File: config.mk
export PLATFORM = sky130hd
export DESIGN_NAME = bowling_scorer
export DESIGN_NICKNAME = d
export VERILOG_FILES = /design/src/rtl/bowling_scorer.sv
export SDC_FILE = /design/constraint.sdc
export NUM_CORES = 1
export LEC_CHECK = 0
export ABC_AREA = 1
export BUFFER_PORTS_ARGS = -buffer_cell sky130_fd_sc_hd__buf_2
export CAP_MARGIN = 20
export CORE_MARGIN = 2
export CORE_UTILIZATION = 65
export CTS_BUF_LIST = sky130_fd_sc_hd__clkbuf_8
export DETAILED_ROUTE_END_ITERATION = 10
export GPL_TIMING_DRIVEN = 0
export HOLD_SLACK_MARGIN = 0.02
export PLACE_DENSITY = 0.86
export SKIP_LAST_GASP = 1
export SLEW_MARGIN = 0
export SYNTH_ARGS = -nofsm -noshare
export SYNTH_HDL_FRONTEND = slang
export SYNTH_SLANG_ARGS = --single-unit
File: constraint.sdc
create_clock -name clk -period 10.85 [get_ports clk]
set_input_delay 1.085 -clock clk [delete_from_list [all_inputs] [get_ports clk]]
set_output_delay 1.085 -clock clk [all_outputs]
set_load 0.005 [all_outputs]
File: src/rtl/bowling_scorer.sv
// Multi-player bowling score engine: synchronised roll button, strike/spare bonus
// tracking per player, final-frame fill balls, saturating totals and 7-segment digits.
module bowling_scorer #(
  parameter int PLAYERS = 2,
  parameter int FRAMES  = 10,
  parameter int SCORE_W = 11,
  localparam int PW     = (PLAYERS > 1) ? $clog2(PLAYERS) : 1
) (
  input  logic                         clk,
  input  logic                         reset,
  input  logic [3:0]                   pointIn,
  input  logic                         button,
  output logic [PLAYERS*SCORE_W-1:0]   pointAll,
  output logic [PW-1:0]                curPlayer,
  output logic [3:0]                   curFrame,
  output logic [1:0]                   rollInFrame,
  output logic                         gameOver,
  output logic                         illegal,
  output logic [0:6]                   hundred7SegCode,
  output logic [0:6]                   ten7SegCode,
  output logic [0:6]                   current7SegCode
);

  logic sync1_q, sync2_q, prev_q;
  logic commit;

  logic [PLAYERS-1:0][SCORE_W-1:0] total_q, total_d;
  logic [PLAYERS-1:0][1:0]         m1_q, m1_d;
  logic [PLAYERS-1:0]              m2_q, m2_d;
  logic [PW-1:0]                   player_q, player_d;
  logic [3:0]                      frame_q, frame_d;
  logic [1:0]                      roll_q, roll_d;
  logic [3:0]                      rack_q, rack_d;
  logic                            fill_q, fill_d;
  logic                            over_q, over_d;
  logic                            illegal_q, illegal_d;
  logic [3:0]                      last_q, last_d;

  logic [SCORE_W-1:0] cur_total;
  logic [1:0]         cur_m1;
  logic               cur_m2;
  logic               is_final;
  logic [4:0]         pins;
  logic               bad;
  logic [5:0]         add;
  logic [SCORE_W:0]   sum;
  logic [SCORE_W-1:0] sat;
  logic               frame_end;

  always_ff @(posedge clk or negedge reset) begin
    if (!reset) begin
      sync1_q <= 1'b0;
      sync2_q <= 1'b0;
      prev_q  <= 1'b0;
    end else begin
      sync1_q <= button;
      sync2_q <= sync1_q;
      prev_q  <= sync2_q;
    end
  end

  assign commit = sync2_q & ~prev_q;

  assign cur_total = total_q[player_q];
  assign cur_m1    = m1_q[player_q];
  assign cur_m2    = m2_q[player_q];
  assign is_final  = (frame_q == 4'(FRAMES));
  // pins already down in the current rack plus this roll; rack_q is 0 on a fresh rack
  assign pins      = 5'(rack_q) + 5'(pointIn);
  assign bad       = (pointIn > 4'd10) || (pins > 5'd10);
  assign add       = 6'(pointIn) * (6'd1 + 6'(cur_m1));
  assign sum       = {1'b0, cur_total} + (SCORE_W+1)'(add);
  assign sat       = sum[SCORE_W] ? {SCORE_W{1'b1}} : sum[SCORE_W-1:0];

  always_comb begin
    total_d   = total_q;
    m1_d      = m1_q;
    m2_d      = m2_q;
    player_d  = player_q;
    frame_d   = frame_q;
    roll_d    = roll_q;
    rack_d    = rack_q;
    fill_d    = fill_q;
    over_d    = over_q;
    illegal_d = 1'b0;
    last_d    = last_q;
    frame_end = 1'b0;
    if (commit && !over_q) begin
      if (bad) begin
        illegal_d = 1'b1;
      end else begin
        last_d = pointIn;
        total_d[player_q] = sat;
        if (!is_final) begin
          if (roll_q == 2'd0 && pointIn == 4'd10) begin
            m1_d[player_q] = 2'(cur_m2) + 2'd1;
            m2_d[player_q] = 1'b1;
            frame_end = 1'b1;
          end else if (roll_q == 2'd1 && pins == 5'd10) begin
            m1_d[player_q] = 2'(cur_m2) + 2'd1;
            m2_d[player_q] = 1'b0;
            frame_end = 1'b1;
          end else begin
            m1_d[player_q] = 2'(cur_m2);
            m2_d[player_q] = 1'b0;
            frame_end = (roll_q == 2'd1);
          end
          rack_d = pointIn;
          roll_d = roll_q + 2'd1;
        end else begin
          // final frame only consumes pending bonuses, it never creates new ones
          m1_d[player_q] = 2'(cur_m2);
          m2_d[player_q] = 1'b0;
          case (roll_q)
            2'd0: begin
              fill_d = (pointIn == 4'd10);
              rack_d = (pointIn == 4'd10) ? 4'd0 : pointIn;
              roll_d = 2'd1;
            end
            2'd1: begin
              if (fill_q) begin
                rack_d = (pointIn == 4'd10) ? 4'd0 : pointIn;
                roll_d = 2'd2;
              end else if (pins == 5'd10) begin
                rack_d = 4'd0;
                roll_d = 2'd2;
              end else begin
                frame_end = 1'b1;
              end
            end
            default: frame_end = 1'b1;
          endcase
        end
        if (frame_end) begin
          roll_d = 2'd0;
          rack_d = 4'd0;
          fill_d = 1'b0;
          if (player_q == PW'(PLAYERS-1)) begin
            player_d = '0;
            if (is_final) over_d = 1'b1;
            else          frame_d = frame_q + 4'd1;
          end else begin
            player_d = player_q + PW'(1);
          end
        end
      end
    end
  end

  always_ff @(posedge clk or negedge reset) begin
    if (!reset) begin
      total_q   <= '0;
      m1_q      <= '0;
      m2_q      <= '0;
      player_q  <= '0;
      frame_q   <= 4'd1;
      roll_q    <= 2'd0;
      rack_q    <= 4'd0;
      fill_q    <= 1'b0;
      over_q    <= 1'b0;
      illegal_q <= 1'b0;
      last_q    <= 4'd0;
    end else begin
      total_q   <= total_d;
      m1_q      <= m1_d;
      m2_q      <= m2_d;
      player_q  <= player_d;
      frame_q   <= frame_d;
      roll_q    <= roll_d;
      rack_q    <= rack_d;
      fill_q    <= fill_d;
      over_q    <= over_d;
      illegal_q <= illegal_d;
      last_q    <= last_d;
    end
  end

  // segment order a..g, value 10 renders as a dash
  function automatic logic [0:6] seg7(input logic [3:0] d);
    case (d)
      4'd0:    seg7 = 7'b1111110;
      4'd1:    seg7 = 7'b0110000;
      4'd2:    seg7 = 7'b1101101;
      4'd3:    seg7 = 7'b1111001;
      4'd4:    seg7 = 7'b0110011;
      4'd5:    seg7 = 7'b1011011;
      4'd6:    seg7 = 7'b1011111;
      4'd7:    seg7 = 7'b1110000;
      4'd8:    seg7 = 7'b1111111;
      4'd9:    seg7 = 7'b1111011;
      4'd10:   seg7 = 7'b0000001;
      default: seg7 = 7'b0000000;
    endcase
  endfunction

  assign pointAll        = total_q;
  assign curPlayer       = player_q;
  assign curFrame        = frame_q;
  assign rollInFrame     = roll_q;
  assign gameOver        = over_q;
  assign illegal         = illegal_q;
  assign hundred7SegCode = seg7(4'((32'(cur_total) / 100) % 10));
  assign ten7SegCode     = seg7(4'((32'(cur_total) / 10) % 10));
  assign current7SegCode = seg7(last_q);

endmodule
After elaboration in Yosys (flattened, before gate mapping)

Memory sizes are Yosys's and may differ from the RTL's.
Cells that the tools add are included.

Order comparisons: 4
Shifts and indexed selects: 0
Div/mod/pow operators: 4
Reductions and logical operators: 15
Bitwise gates (word level): 7
Multiplexer cells: 46
Equal/unequal tests: 6
Add/subtract/negate cells: 7
Multipliers: 1

Operators by type and width:

| operator              | count |
|---|---|
| $mod 32x4->32 const B | 2 |
| $mux 11               | 4 |
| $div 11x4->32 const B | 1 |
| $div 11x7->32 const B | 1 |
| $mux 4                | 8 |
| $bwmux 22             | 1 |
| $mux 2                | 9 |
| $mux 1                | 16 |
| $add 11x6->12         | 1 |
| $demux 11 s1          | 1 |
| $reduce_and 5->1      | 2 |
| $bwmux 4              | 2 |
| $eq 4x4->1 const B    | 2 |
| $pmux 4 s2            | 1 |
| $reduce_and 4->1      | 2 |
| $mul 4x3->6           | 1 |
| $add 4x4->5           | 1 |
| $eq 5x4->1 const B    | 1 |
| $gt 5x4->1 const B    | 1 |
| $ne 5x3->1 const B    | 1 |
| $add 4x1->4 const B   | 1 |
| $gt 4x4->1 const B    | 1 |
| $logic_and 1x1->1     | 4 |
| $ne 4x1->1 const B    | 1 |
| 22 further kinds      | 25 |

Input port bits: 7
Output and inout bits: 52
Latch bits: 0
Register bits after elaboration: 49
Logic and storage cells: 109
Memory bits (read-only): 336
Memories kept: 3
RAM bits: 0

Memory list:

| name            | depth | width | read ports | clocked after memory_dff | wr ports | RTL line | source |
|---|---|---|---|---|---|---|---|
| (no name shown) | 16    | 7     | 1          | 0                        | 0        | 180      | `case (d)` |
| (no name shown) | 16    | 7     | 1          | 0                        | 0        | 180      |  |
| (no name shown) | 16    | 7     | 1          | 0                        | 0        | 180      |  |

Depth between registers and ports, before layout

Depth after elaboration: 10
Mapped depth: 57
Gate-level depth less buffers: 56

Least setup slack after synthesis

OpenSTA, ideal clock, no wires.

Kind: reg2out
From: reg player_q (netlist: curPlayer)
To: out ten7SegCode[3] in the netlist's numbering
Setup slack: 3.738 ns
Data required time: 9.765 ns
Buffers on the path: 3
Stages on the path, launching flop included: 44
Arrival time: 6.027 ns
Cells stage by stage: dfrtp_1 -> buf_6 -> nand2_1 -> nand2_2 -> buf_6 -> ha_1 -> o21ai_2 -> nand3_4 -> nand2_2 -> nand2_4 -> nor2_8 -> nand3_4 -> buf_6 -> ha_1 -> or2_2 -> ha_1 -> nand2_1 -> o21a_1 -> [8 not listed] -> nand2_2 -> nand2_1 -> xor2_1 -> o21ai_2 -> nor3_1 -> nand3_2 -> nand2_1 -> nand2_1 -> o21ai_4 -> nand3_2 -> nand2_1 -> nand2_2 -> inv_2 -> ha_1 -> nand3_1 -> nand2_1 -> nand2_1 -> nand2_1

Word-level cells in the longest chain between the ends: 5

RTL lines:

| what                                        | RTL line | source |
|---|---|---|
| from (decl)                                 | 30       | `logic [PW-1:0] player_q, player_d;` |
| from (signal assigned)                      | 167      | `player_q <= player_d;` |
| $mux 11 (implied by the code) (2 in series) | 64       | `assign cur_total = total_q[player_q];` |
| $div 11x4->32                               | 203      | `assign ten7SegCode = seg7(4'((32'(cur_total) / 10) % 10));` |
| $mod 32x4->32                               | 203      |  |
| $mem_v2 16x7                                | -        |  |
| to (decl)                                   | 20       | `output logic [0:6] ten7SegCode,` |

Every way passes these cells. The select of a mux whose other input is x is not followed.

Final worst setup path

Ends and elaborated chain as after synthesis.

==> flow_summary_export.csv <==
group,metric,value,unit
clocking,cts.sinks,49,
layout,final_util,72.9,%
clocking,cts-resized-gates,0,
outcome,outcome,"finished, final reports clean",
hold_path,hold_class,"reg2reg",
critical_path,crit_slowest_cell,"dfrtp_1",
layout,final_common_cell,"nand2_1",
sta,skew,0.0121,ns
layout,layout.nets,1108,
floorplan,die_area,0.0108,mm^2
placement,place_ws,2.94,ns
synthesis,ys_types,57,
drt,ant_nets,0,
drt,wl_per_cell,12.2,um
clocking,clock_latency,0.31,ns
global_route,grtUsageTotal,27.4,%
critical_path,slowest_delay,0.48,ns
floorplan,num_rows,36,
sta,rsz0062_at_grt,"false",
placement,dp_hpwl,11500,um
critical_path,cpMostUsedCell,"nand2_1",
clocking,cts_root_buf,"clkbuf_8",
clocking,numCtsBuffers,5,
placement,port_buffers,58,
synthesis,synth-seq-cells,49,
sta,fmax,0.121,GHz
clocking,hold_buffers,0,
synthesis,synth-main-ff-cell,"dfrtp_1",
global_route,grt_overflow,0,
run,maxCapViolations,0,
floorplan,core,0.00973,mm^2
critical_path,critPathCaptureType,"output pin",
clocking,post_cts_buffers,0,
floorplan,die_h,104,um
critical_path,path_class,"reg2out",
critical_path,start_kind,"register",
sta,post-route-period-util,76.3,%
sta,finalCriticalPeriod,8.28,ns
global_route,grt_pass1_vias,6024,
global_route,antenna_found_initial,0,
synthesis,syn_inst,981,
sta,slew_violations,0,
clocking,cts_htree_levels,2,
floorplan,start_util,66.5,%
floorplan,ioPinCount,59,
layout,drive_gt1_share,18.4,%
placement,finalWeightedCongestion,0.895,
critical_path,arrival,7.20,ns
critical_path,path_max_fanout,11,
synthesis,avgSynthCellArea,6.59,um^2
drt,drc_errors,0,
synthesis,synth-edff-count,0,
synthesis,synth-seq-area-share,19.0,%
sta,hold_violations,0,
sta,fin_ws,2.57,ns
synthesis,syn_area,0.00647,mm^2
drt,drtIter0Drc,350,
clocking,tritoncts,"yes",
drt,dr.pass1.iters,5,
floorplan,die-width,104,um
synthesis,async_reset_ff_share,100,%
global_route,grt_pass1_wl,25700,um
sta,slew_headroom,42.4,%
drt,vias_per_cell,5.42,
synthesis,syn_nets,1042,
drt,wl,14400,um
sta,setup-violations-final,0,
global_route,grt_max_degree,50,
layout,layout_common_cells,"nand2_1, inv_1, o21ai_0, nor2_1",
synthesis,ys_warn_count,0,
clocking,clk_path_buf_depth,2,
sta,tns,0,ns
sta,worst_pin_slew,0.855,ns
drt,vias,6403,
clocking,cts.clk_slew.worst_paths,0.09,ns
layout,antennaDiodeCount,0,
critical_path,cp.required,9.77,ns
layout,syn_to_final_growth,9.62,%
synth_stat cells, types with 3 or more instances:
master / n / area share, %
o22ai_1: 4 / 0.39
nand3_1: 59 / 4.6
buf_6: 4 / 0.70
buf_4: 4 / 0.46
xnor2_1: 11 / 1.5
nand4_1: 23 / 2.2
o31ai_1: 5 / 0.58
nand2_1: 285 / 17
nor3_1: 9 / 0.70
fa_1: 5 / 1.5
o21ai_1: 7 / 0.54
xor2_1: 22 / 3.0
o21ai_0: 69 / 5.3
nand3b_1: 6 / 0.70
o21ai_4: 3 / 0.75
o211ai_1: 7 / 0.81
nand3_2: 10 / 1.5
nor2_1: 69 / 4.0
ha_1: 49 / 9.5
o21ai_2: 6 / 0.81
inv_1: 129 / 7.5
inv_2: 24 / 1.4
nand2_4: 12 / 2.1
or2_2: 7 / 0.68
a21oi_1: 15 / 1.2
nand3_4: 5 / 1.4
mux2_2: 8 / 1.4
dfrtp_1: 48 / 19
clkbuf_1: 6 / 0.35
nor2_4: 4 / 0.70
o21a_1: 8 / 0.93
nand2_2: 21 / 2.0
nor2_2: 4 / 0.39
layout make-up:
cell class                      count  area [um^2]
Fill cell                         860         2640
Tap cell                          133          166
Multi-Input combinational cell    763         4560
Timing Repair Buffer               59          318
Sequential cell                    49         1230
Clock inverter                      3         68.8
Buffer                             15          103
Clock buffer                        5         68.8
Inverter                          154          579
per-stage QoR:
stage | hold slack [ns] | instances | cell area [um^2]
2_1_floorplan | 0.331 | 981 | 6470
3_3_place_gp | 0.332 | 1172 | 6920
3_5_place_dp | 0.342 | 1172 | 6920
4_1_cts | 0.363 | 1180 | 7060
5_1_grt | 0.372 | 1181 | 7090
6_report | 0.364 | 1181 | 7090
cells by family after synthesis:
logic type               after synthesis  share of synthesized area (%)
buffers and inverters                169                           10.5
multiplexers                           8                           1.39
AND/OR/NAND/NOR                      527                           39.7
flip-flops                            49                           19.0
adder cells (fa/ha/maj)               54                           11.0
AO/OA/AOI/OAI                        140                           13.6
XOR/XNOR                              34                           4.72
state kept, by name, indices dropped and copies added (netlist names), named ones only:
name,cells
rollInFrame,2
prev_q,1
curFrame,4
illegal,1
sync2_q,1
fill_q,1
gameOver,1
sync1_q,1
pointAll,22
m1_q,4
rack_q,4
last_q,4
curPlayer,1
critical path: cells and delay by family, from the launching register on:
| kind | cells | cell delay (ns) |
|---|---|---|
| adder cells (fa/ha/maj) | 4 | 0.98 |
| AND/OR/NAND/NOR | 27 | 3.30 |
| AO/OA/AOI/OAI | 4 | 0.70 |
| flip-flops | 1 | 0.48 |
| XOR/XNOR | 2 | 0.59 |
| buffers and inverters | 7 | 0.82 |
per-layer routing:
layer / part of all wire (%) / track usage, % / routed length [um] / vias to the layer above
met5: 0 / 0 / 0 / -
met4: 1.8 / 7.82 / 266 / 0
met3: 3.7 / 2.33 / 527 / 20
met2: 50 / 50.2 / 7210 / 124
met1: 45 / 34.6 / 6420 / 2963
li1: - / - / - / 3296
worst paths after layout:
check	from	to	slack, ns	cells after the start
worst max register to register	curPlayer$_DFFE_PN0P_	pointAll[2]$_DFFE_PN0P_	5.47	21
worst max-delay path	curPlayer$_DFFE_PN0P_	ten7SegCode[3]	2.57	44
min in group asynchronous	reset	curFrame[2]$_DFFE_PN0P_	0.79	1
worst min register to register	sync1_q$_DFF_PN0_	sync2_q$_DFF_PN0_	0.36	0
worst min-delay path	sync1_q$_DFF_PN0_	sync2_q$_DFF_PN0_	0.36	0
max in group asynchronous	reset	rack_q[3]$_DFFE_PN0P_	9.51	2
Power is left out: the tool's default activity adds up to more than one toggle a clock period on the data nets, which glitch-free logic cannot reach.
